$ cat config.mk
export PLATFORM = sky130hd
export DESIGN_NAME = video_shift_ctrl
export DESIGN_NICKNAME = d
export VERILOG_FILES = /design/src/rtl/video_shift_ctrl.sv
export SDC_FILE = /design/constraint.sdc
export NUM_CORES = 1
export LEC_CHECK = 0
export ABC_AREA = 1
export BUFFER_PORTS_ARGS = -buffer_cell sky130_fd_sc_hd__buf_2
export CELL_PAD_IN_SITES_DETAIL_PLACEMENT = 1
export CELL_PAD_IN_SITES_GLOBAL_PLACEMENT = 1
export CORE_ASPECT_RATIO = 0.9
export CORE_MARGIN = 5
export CORE_UTILIZATION = 39
export DETAILED_ROUTE_END_ITERATION = 10
export PLACE_DENSITY = 0.85
export SLEW_MARGIN = 5
export SYNTH_ARGS = -nofsm -noshare
export SYNTH_HDL_FRONTEND = slang
export SYNTH_SLANG_ARGS = --single-unit
$ cat constraint.sdc
create_clock -name clock -period 2.7 [get_ports clock]
set_clock_uncertainty 0.1 [all_clocks]
set_input_delay 0.405 -clock clock [delete_from_list [all_inputs] [get_ports clock]]
set_output_delay 0.405 -clock clock [all_outputs]
set_load 0.01 [all_outputs]
$ cat src/rtl/video_shift_ctrl.sv
// video_shift_ctrl: write/read controller for a bank of COL line RAMs forming a vertical tap window.
// Incoming pixels go to line RAM wr_point at column wr_addr. The read side uses the same column,
// and rd_mask reports how many RAMs already hold a full line of the current frame.
// Optional feature: define VIDEO_SHIFT_CTRL_LEN_CHECK_EN to build the per-frame line-length
// consistency check that drives len_err. Without it, len_err is tied low.
module video_shift_ctrl #(
    parameter int unsigned COL   = 2,
    parameter int unsigned DSIZE = 10,
    parameter int unsigned ASIZE = 10
) (
    input  logic             clock,
    input  logic             rst,
    input  logic             in_vs,
    input  logic             in_de,
    input  logic [DSIZE-1:0] in_data,
    output logic             wr_en,
    output logic [ASIZE-1:0] wr_addr,
    output logic [DSIZE-1:0] wr_data,
    output logic             rd_en,
    output logic [ASIZE-1:0] rd_addr,
    output logic [3:0]       wr_point,
    output logic [3:0]       rd_point,
    output logic [COL-1:0]   rd_mask,
    output logic             out_vs,
    output logic             out_de,
    output logic             ovf,
    output logic             len_err
);

    // Controller states. WAIT_VS is reserved and behaves like IDLE.
    localparam logic [1:0] StIdle   = 2'd0;
    localparam logic [1:0] StHblank = 2'd1;
    localparam logic [1:0] StLine   = 2'd2;
    localparam logic [1:0] StWaitVs = 2'd3;

    localparam logic [3:0]       LastPoint = 4'(COL - 1);
    localparam logic [4:0]       ColCnt    = 5'(COL);
    localparam logic [ASIZE-1:0] AddrMax   = '1;

    logic [1:0]       state_q, state_d;
    logic [ASIZE-1:0] col_q, col_d;           // next column to write on this line
    logic             sat_q, sat_d;           // last column written; drop the rest of the line
    logic             wr_en_q, wr_en_d;
    logic [ASIZE-1:0] wr_addr_q, wr_addr_d;
    logic [DSIZE-1:0] wr_data_q, wr_data_d;
    logic [3:0]       wr_point_q, wr_point_d;
    logic [4:0]       lines_done_q, lines_done_d;
    logic [COL-1:0]   mask_q, mask_d;
    logic             ovf_q, ovf_d;
    logic [2:0]       vs_pipe_q;
    logic [2:0]       de_pipe_q;
    logic             accept;

    // A pixel is taken whenever a frame is open, including the restart cycle itself.
    assign accept = in_de && (in_vs || (state_q == StHblank) || (state_q == StLine));

    // Next-state: frame restart, line end bookkeeping, then pixel write/drop.
    always_comb begin
        state_d      = state_q;
        col_d        = col_q;
        sat_d        = sat_q;
        wr_point_d   = wr_point_q;
        lines_done_d = lines_done_q;
        ovf_d        = ovf_q;
        wr_en_d      = 1'b0;
        wr_addr_d    = '0;
        wr_data_d    = wr_data_q;

        if (in_vs) begin
            // Restart wins over everything; an open line is abandoned without advancing.
            state_d      = StHblank;
            col_d        = '0;
            sat_d        = 1'b0;
            wr_point_d   = '0;
            lines_done_d = '0;
            ovf_d        = 1'b0;
        end else begin
            unique case (state_q)
                StIdle, StWaitVs: ;
                StHblank: begin
                    if (in_de) begin
                        state_d = StLine;
                    end
                end
                StLine: begin
                    if (!in_de) begin
                        // First blank cycle: advance while wr_en is already low.
                        state_d    = StHblank;
                        col_d      = '0;
                        sat_d      = 1'b0;
                        wr_point_d = (wr_point_q == LastPoint) ? 4'd0 : wr_point_q + 4'd1;
                        if (lines_done_q != ColCnt) begin
                            lines_done_d = lines_done_q + 5'd1;
                        end
                    end
                end
                default: state_d = StIdle;
            endcase
        end

        if (accept) begin
            state_d = StLine;
            if (sat_d) begin
                ovf_d = 1'b1;
            end else begin
                wr_en_d   = 1'b1;
                wr_addr_d = col_d;
                wr_data_d = in_data;
                if (col_d == AddrMax) begin
                    sat_d = 1'b1;
                end
                col_d = col_d + ASIZE'(1);
            end
        end
    end

    // Valid-tap mask follows the line count that will be registered this edge.
    always_comb begin
        mask_d = '0;
        for (int k = 0; k < int'(COL); k++) begin
            mask_d[k] = (5'(k) < lines_done_d);
        end
    end

    // Controller and RAM-side output registers.
    always_ff @(posedge clock or posedge rst) begin
        if (rst) begin
            state_q      <= StIdle;
            col_q        <= '0;
            sat_q        <= 1'b0;
            wr_en_q      <= 1'b0;
            wr_addr_q    <= '0;
            wr_data_q    <= '0;
            wr_point_q   <= '0;
            lines_done_q <= '0;
            mask_q       <= '0;
            ovf_q        <= 1'b0;
        end else begin
            state_q      <= state_d;
            col_q        <= col_d;
            sat_q        <= sat_d;
            wr_en_q      <= wr_en_d;
            wr_addr_q    <= wr_addr_d;
            wr_data_q    <= wr_data_d;
            wr_point_q   <= wr_point_d;
            lines_done_q <= lines_done_d;
            mask_q       <= mask_d;
            ovf_q        <= ovf_d;
        end
    end

    // Sync delay: controller stage, RAM read stage, output ordering stage.
    always_ff @(posedge clock or posedge rst) begin
        if (rst) begin
            vs_pipe_q <= '0;
            de_pipe_q <= '0;
        end else begin
            vs_pipe_q <= {vs_pipe_q[1:0], in_vs};
            de_pipe_q <= {de_pipe_q[1:0], in_de};
        end
    end

`ifdef VIDEO_SHIFT_CTRL_LEN_CHECK_EN
    // Two spare bits so a line longer than the RAM still counts distinctly.
    localparam int unsigned LenW = ASIZE + 2;

    logic [LenW-1:0] len_cnt_q, len_cnt_d;
    logic [LenW-1:0] len_ref_q, len_ref_d;
    logic            ref_valid_q, ref_valid_d;
    logic            len_err_q, len_err_d;
    logic            line_end;

    assign line_end = !in_vs && (state_q == StLine) && !in_de;

    // First line of a frame sets the reference; later lines are compared against it.
    always_comb begin
        len_cnt_d   = len_cnt_q;
        len_ref_d   = len_ref_q;
        ref_valid_d = ref_valid_q;
        len_err_d   = len_err_q;
        if (in_vs) begin
            len_cnt_d   = '0;
            ref_valid_d = 1'b0;
            len_err_d   = 1'b0;
        end else if (line_end) begin
            if (!ref_valid_q) begin
                len_ref_d   = len_cnt_q;
                ref_valid_d = 1'b1;
            end else if (len_cnt_q != len_ref_q) begin
                len_err_d = 1'b1;
            end
            len_cnt_d = '0;
        end
        if (accept && (len_cnt_d != '1)) begin
            len_cnt_d = len_cnt_d + LenW'(1);
        end
    end

    // Length-check registers.
    always_ff @(posedge clock or posedge rst) begin
        if (rst) begin
            len_cnt_q   <= '0;
            len_ref_q   <= '0;
            ref_valid_q <= 1'b0;
            len_err_q   <= 1'b0;
        end else begin
            len_cnt_q   <= len_cnt_d;
            len_ref_q   <= len_ref_d;
            ref_valid_q <= ref_valid_d;
            len_err_q   <= len_err_d;
        end
    end

    assign len_err = len_err_q;
`else
    assign len_err = 1'b0;
`endif

    // Read side shares the write column; read ordering reference tracks the write pointer.
    assign wr_en    = wr_en_q;
    assign wr_addr  = wr_addr_q;
    assign wr_data  = wr_data_q;
    assign rd_en    = wr_en_q;
    assign rd_addr  = wr_addr_q;
    assign wr_point = wr_point_q;
    assign rd_point = wr_point_q;
    assign rd_mask  = mask_q;
    assign out_vs   = vs_pipe_q[2];
    assign out_de   = de_pipe_q[2];
    assign ovf      = ovf_q;

endmodule

Word-level counts from Yosys, hierarchy flattened
Cells that the tools add are included.

Register bits after elaboration: 52. Logic and storage cells: 65. Input bits: 14. Output and inout bits: 46.

Bitwise gates (word level): 1. Reductions and logical operators: 8. Eq/ne operators: 8. Muxes and demuxes: 31. Magnitude comparators: 2. Add/subtract/negate cells: 3.

Operator list (number): 10-bit two-way mux (7); 5-bit two-way mux (4); 4-bit two-way mux (4); 1-bit two-way mux (11); 10-bit by 1-bit adder with 10-bit output (second input constant) (1); 10-bit == test (second input constant) (1); 1-bit by 5-bit < comparator with 1-bit output (first input constant) (2); 2-bit two-way mux (4); 4-bit != test (second input constant) (2); 5-bit by 1-bit adder with 5-bit output (second input constant) (1); 5-bit by 2-bit != test with 1-bit output (second input constant) (1); 4-bit by 1-bit adder with 4-bit output (second input constant) (1); 4-bit by 1-bit == test with 1-bit output (second input constant) (1); 2-bit case mux with 2 select lines (1); 2-bit AND reduction (2); 4-bit nonzero test (1); 3-bit AND reduction (1); 2-bit by 1-bit == test with 1-bit output (second input constant) (1); 2-bit == test (second input constant) (1); 1-bit logical OR (2); 2-bit != test (second input constant) (1); 2-bit nonzero test (1); 1-bit logical AND (1); 1-bit NOT (1).

Depth between registers and ports, before layout
Depth in word-level cells: 7. Gate-level depth with buffers: 13. Depth with buffers taken out: 12.

Least setup slack after synthesis
Ideal clock, no wire load.

Kind: reg2reg. Start: register state_q[0]. End: register col_q[8]. Library setup time: 0.113 ns. Cell stages (with the launch flop): 13. Clock period less this slack: 2.010 ns. Buffers on the path: 1. Data arrival time: 1.797 ns. Setup slack: 0.690 ns. Cell sequence: dfrtp_1 -> inv_1 -> ha_1 -> nand2_2 -> nand2_2 -> buf_6 -> nor2_1 -> ha_1 -> nand2_1 -> nor3_2 -> nand4_1 -> nand2_1 -> inv_1.

Word-level cells in the longest chain between the ends: 6.

RTL lines: start: declaration (RTL line 40) `logic [1:0] state_q, state_d;`; start signal: assignment (RTL line 128) `state_q <= StIdle;`; start signal: assignment (RTL line 139) `state_q <= state_d;`; 2-bit == test (RTL line 55, 78); 10-bit two-way mux (RTL line 78) `unique case (state_q)`; 10-bit two-way mux (RTL line 69) `if (in_vs) begin`; 10-bit by 1-bit adder with 10-bit output (RTL line 112) `col_d = col_d + ASIZE'(1);`; 10-bit two-way mux (RTL line 103) `if (sat_d) begin`; 10-bit two-way mux * (RTL line 101) `if (accept) begin`; net col_d[8] (RTL line 41) `logic [ASIZE-1:0] col_q, col_d;`; end signal: assignment (RTL line 140) `col_q <= col_d;`; end: declaration (RTL line 41).

The timed path passes the listed nets; every way through them passes the cells marked *. A chain may end at the register's enable or synchronous reset.

Worst setup path after layout
Start: register state_q[0]. End: register col_q[2].

The elaborated chain is that of the path after synthesis.

==> metrics.sh <==
NUMBER_OF_FLOPS_MAPPED_TO_ENABLE_CELLS_BY_YOSYS=0
CP.REQUIRED_NS=2.79
NUMBER_OF_INSERTED_DIODES=0
LAYOUT_SETUP_WS_NS=0.312
ROUTE.DETAILED.VIAS_PER_INST=4.76
MAX_SLEW.WORST_PIN.SLEW_NS=0.835
GRT_ANTENNA_BEFORE_REPAIR=0
LAYOUT-DRIVE-GT1-SHARE_PCT=26.7
POSTROUTEANTENNANETS=0
LAYOUT_WORST_PATH_CYCLE_SHARE_PCT=88.5
DETAILEDROUTE.FIRSTPASSITERATIONCOUNT=4
SYNTH_ASYNC_SR_FLOP_SHARE_PCT=100
HOLDBUFCOUNTCTS=0
SYNTH_TOP_AREA_CELL='sky130_fd_sc_hd__dfrtp_1'
WIRELENGTH_MET1_UM=2560
CELL_CHOSEN_FOR_THE_CLOCK_ROOT='sky130_fd_sc_hd__clkbuf_8'
FP-ROW-COUNT=27
FP.COREAREA_SQ_MM=0.00615
POWER_LEAKAGE_uW=0.00158
WL_MET3_UM=218
POSTSYNTH.TOPFLOPCELL='sky130_fd_sc_hd__dfrtp_1'
TIMING_MAX_TRANSITION_VIOLATIONS_FINAL=0
R2R_SLACK_NS=0.31
CRITPATHARRIVALTIME_NS=2.48
TRITONCTS='built'
POST-ROUTE-MIN-PERIOD_NS=2.39
GRT_REMAINING_OVERFLOW=0
POST_SYNTH_INST_COUNT=276
SYNTH.AREA.TOP_CELLS='sky130_fd_sc_hd__dfrtp_1 52%, sky130_fd_sc_hd__nand2_1 10%, sky130_fd_sc_hd__inv_1 5.6%'
MAX_CAP_VIOL_COUNT=0
ROUTE.TOP_LAYER_USED='met4'
CTS_MAX_PATH_BUFFERS=2
CTS-RESIZED-GATES=0
CRITICALPATHCATEGORY='flip-flop to flip-flop'
CLOCK_SINKS=52
GRT_PASS1_VIAS=2053
POST-SYNTH-TOP-AREA-FRACTION_PCT=52.4
DIE_Y_UM=85.7
CLKLATENCYLATEPIN_NS=0.30
MAXIMUM_NUMBER_OF_PINS_ON_ONE_NET_BEFORE_GLOBAL_ROUTE_REPAIR=40
IOS=60
NETLIST_AREA_SQ_MM=0.00248
RUN_STATUS='complete, no violations'
PLACE_WS_NS=0.352
IR_WORST_VDD_V=0.000272
VIAS=1948
POST_DRT_WL_PER_CELL_UM=14.7
DRT_ITER0_MARKERS=38
HOLD_PATH.CLASS='primary input to asynchronous set/reset pin'
REPORT.FINAL.SETUP_VIOL=0
INITIAL_CORE_UTIL_PCT=40.4
SYNTH.NET_COUNT=298
WL_UM=6010
ENDPOINT_KIND='flip-flop'
CTS-HTREE-LEVELS=2
FMAXACHIEVABLE_MHz=419
CLK_PIN_SLEW_NS=0.09
GLOBAL_ROUTER_S_OVERALL_RESOURCE_USAGE_PCT=15.9
DETAILEDPLACEMENTHPWL_UM=4600
PLACEMENT.IO_BUFFERS=58
DRC_MARKERS=0
SYNTH.YOSYS.WARNINGS=0
FINALHOLDVIOLCOUNT=0
POWER.DENSITY_CELL_AREA_mW_PER_MM2=748
REPLACE_CONGESTION=0.854
RSZ_0062_RAISED_AFTER_GLOBAL_ROUTING='false'
CRITPATHLAUNCHTYPE='flip-flop'
FINALCOREUTILIZATION_PCT=46.1
FINAL.SETUP.TNS_NS=0
CTS_BUFS_INSERTED=5
CTS_SETUP_BUFFERS=0
SYNTH_SEQ_CELLS=52
DIE-AREA_SQ_MM=0.00807
MET2WIRELENGTH_UM=3110
WIRE_LENGTH_OF_THE_FIRST_GLOBAL_ROUTING_PASS_UM=10200
AREAGROWTHSYNTHTOFINISH_PCT=14.1
SEQUENTIAL_SHARE_OF_THE_SYNTHESIZED_AREA_PCT=52.4
SYN_AVG_CELL_AREA_SQ_UM=9.00
CRIT_PATH_MAX_FO=21
DIE_W_UM=94.1
NUM-NETS-FINAL=345
SLEW-LIMIT-HEADROOM_PCT=44.3
SYNTHDISTINCTLIBCELLS=30
-- layer usage --
layer  track usage [%]  up-vias
met5                 0        -
met4              5.91        0
met3              2.89       10
met2              27.7       42
met1              19.7      974
li1                  -      922
-- worst max-delay path, cell delays in order, from the launching register on --
cell and delay (ns):
sky130_fd_sc_hd__dfrtp_1 0.40, sky130_fd_sc_hd__inv_1 0.06, sky130_fd_sc_hd__ha_1 0.25, sky130_fd_sc_hd__nor2_2 0.19
sky130_fd_sc_hd__nand2_1 0.09, sky130_fd_sc_hd__nand2_2 0.16, sky130_fd_sc_hd__inv_2 0.11, sky130_fd_sc_hd__nand2_4 0.25
sky130_fd_sc_hd__inv_1 0.30, sky130_fd_sc_hd__nand2_1 0.15, sky130_fd_sc_hd__xor2_1 0.17, sky130_fd_sc_hd__inv_1 0.06
-- flip-flops by register name, summed over array words and instances (netlist names), 2 cells and up --
signal,count
state_q,2
vs_pipe_q,3
wr_data,10
rd_mask,2
de_pipe_q,3
lines_done_q,5
rd_addr,10
rd_point,4
col_q,10
-- per-stage QoR --
| stage | power, uW | instances | hold WS [ns] | instance area, sq um |
|---|---|---|---|---|
| finish | 2120 | 409 | 0.161 | 2840 |
| global route | 2270 | 409 | 0.185 | 2840 |
| CTS | 2150 | 409 | 0.191 | 2840 |
| detailed placement | 1630 | 403 | 0.239 | 2740 |
| global placement | 1590 | 403 | 0.233 | 2740 |
| floorplan | 1440 | 276 | 0.231 | 2480 |
-- cells in the mapped netlist, types with 2 or more instances --
library cell,count
sky130_fd_sc_hd__xnor2_1,2
sky130_fd_sc_hd__nand4_1,7
sky130_fd_sc_hd__dfrtp_1,52
sky130_fd_sc_hd__nand3_1,17
sky130_fd_sc_hd__buf_6,3
sky130_fd_sc_hd__nor3_2,2
sky130_fd_sc_hd__ha_1,8
sky130_fd_sc_hd__xor2_1,4
sky130_fd_sc_hd__a21oi_1,3
sky130_fd_sc_hd__nor2_1,27
sky130_fd_sc_hd__nor2_2,3
sky130_fd_sc_hd__nand2_2,3
sky130_fd_sc_hd__o21ai_0,4
sky130_fd_sc_hd__buf_4,17
sky130_fd_sc_hd__nand2_1,66
sky130_fd_sc_hd__nor2_4,4
sky130_fd_sc_hd__o22ai_1,2
sky130_fd_sc_hd__nand2_4,2
sky130_fd_sc_hd__inv_2,3
sky130_fd_sc_hd__inv_1,37
-- power by group --
part,total [uW],internal (uW),switching (uW)
logic,635,210,425
clock network,499,266,233
registers,988,900,87.7
total,2120,1380,745
-- layout by cell type, fill, tap and decap left out, types with 2 or more instances in the layout --
master                     synthesis  layout
sky130_fd_sc_hd__nand4_1           7       7
sky130_fd_sc_hd__nand2_2           3       3
sky130_fd_sc_hd__dfrtp_1          52      52
sky130_fd_sc_hd__nor2_1           27      27
sky130_fd_sc_hd__nand3_1          17      17
sky130_fd_sc_hd__o21ai_0           4       4
sky130_fd_sc_hd__nor2_4            4       4
sky130_fd_sc_hd__nor3_2            2       2
sky130_fd_sc_hd__inv_1            37      36
sky130_fd_sc_hd__o22ai_1           2       2
sky130_fd_sc_hd__inv_2             3       4
sky130_fd_sc_hd__xnor2_1           2       2
sky130_fd_sc_hd__xor2_1            4       4
sky130_fd_sc_hd__nor2_2            3       3
sky130_fd_sc_hd__buf_2             0      58
sky130_fd_sc_hd__buf_4            17       2
sky130_fd_sc_hd__nand2_4           2       2
sky130_fd_sc_hd__clkbuf_8          0       5
sky130_fd_sc_hd__a21oi_1           3       3
sky130_fd_sc_hd__ha_1              8       8
sky130_fd_sc_hd__nand2_1          66      66
-- area by class of cell --
type                       count  area (sq um)
clock buffer                   5          68.8
clock inverter                 1          30.0
fill                         763          3310
inverter                      41           154
multi-input combinational    163           868
sequential                    52          1300
tap                           87           109
timing repair buffer          60           305
-- worst paths after layout --
check                                  startpoint                      to  cells past startpoint
max                        state_q[0]$_DFFE_PP0P_      col_q[2]$_DFF_PP0_                     11
min                                           rst  wr_data[9]$_DFFE_PP0P_                      2
max reg2reg                state_q[0]$_DFFE_PP0P_      col_q[2]$_DFF_PP0_                     11
min reg2reg                de_pipe_q[1]$_DFF_PP0_  de_pipe_q[2]$_DFF_PP0_                      0
max in group asynchronous                     rst  wr_data[3]$_DFFE_PP0P_                      3
min in group clock                     in_data[2]  wr_data[2]$_DFFE_PP0P_                      3
-- logic make-up after synthesis --
kind of cell    after synthesis  synth area share, %
other cells                   1                0.151
compound gates               13                 2.97
simple gates                135                 25.7
xor+xnor                      6                 2.11
buf+inv                      61                 12.7
fa+ha+maj                     8                 4.03
flops                        52                 52.4
Power figures use the tool's default switching activity.
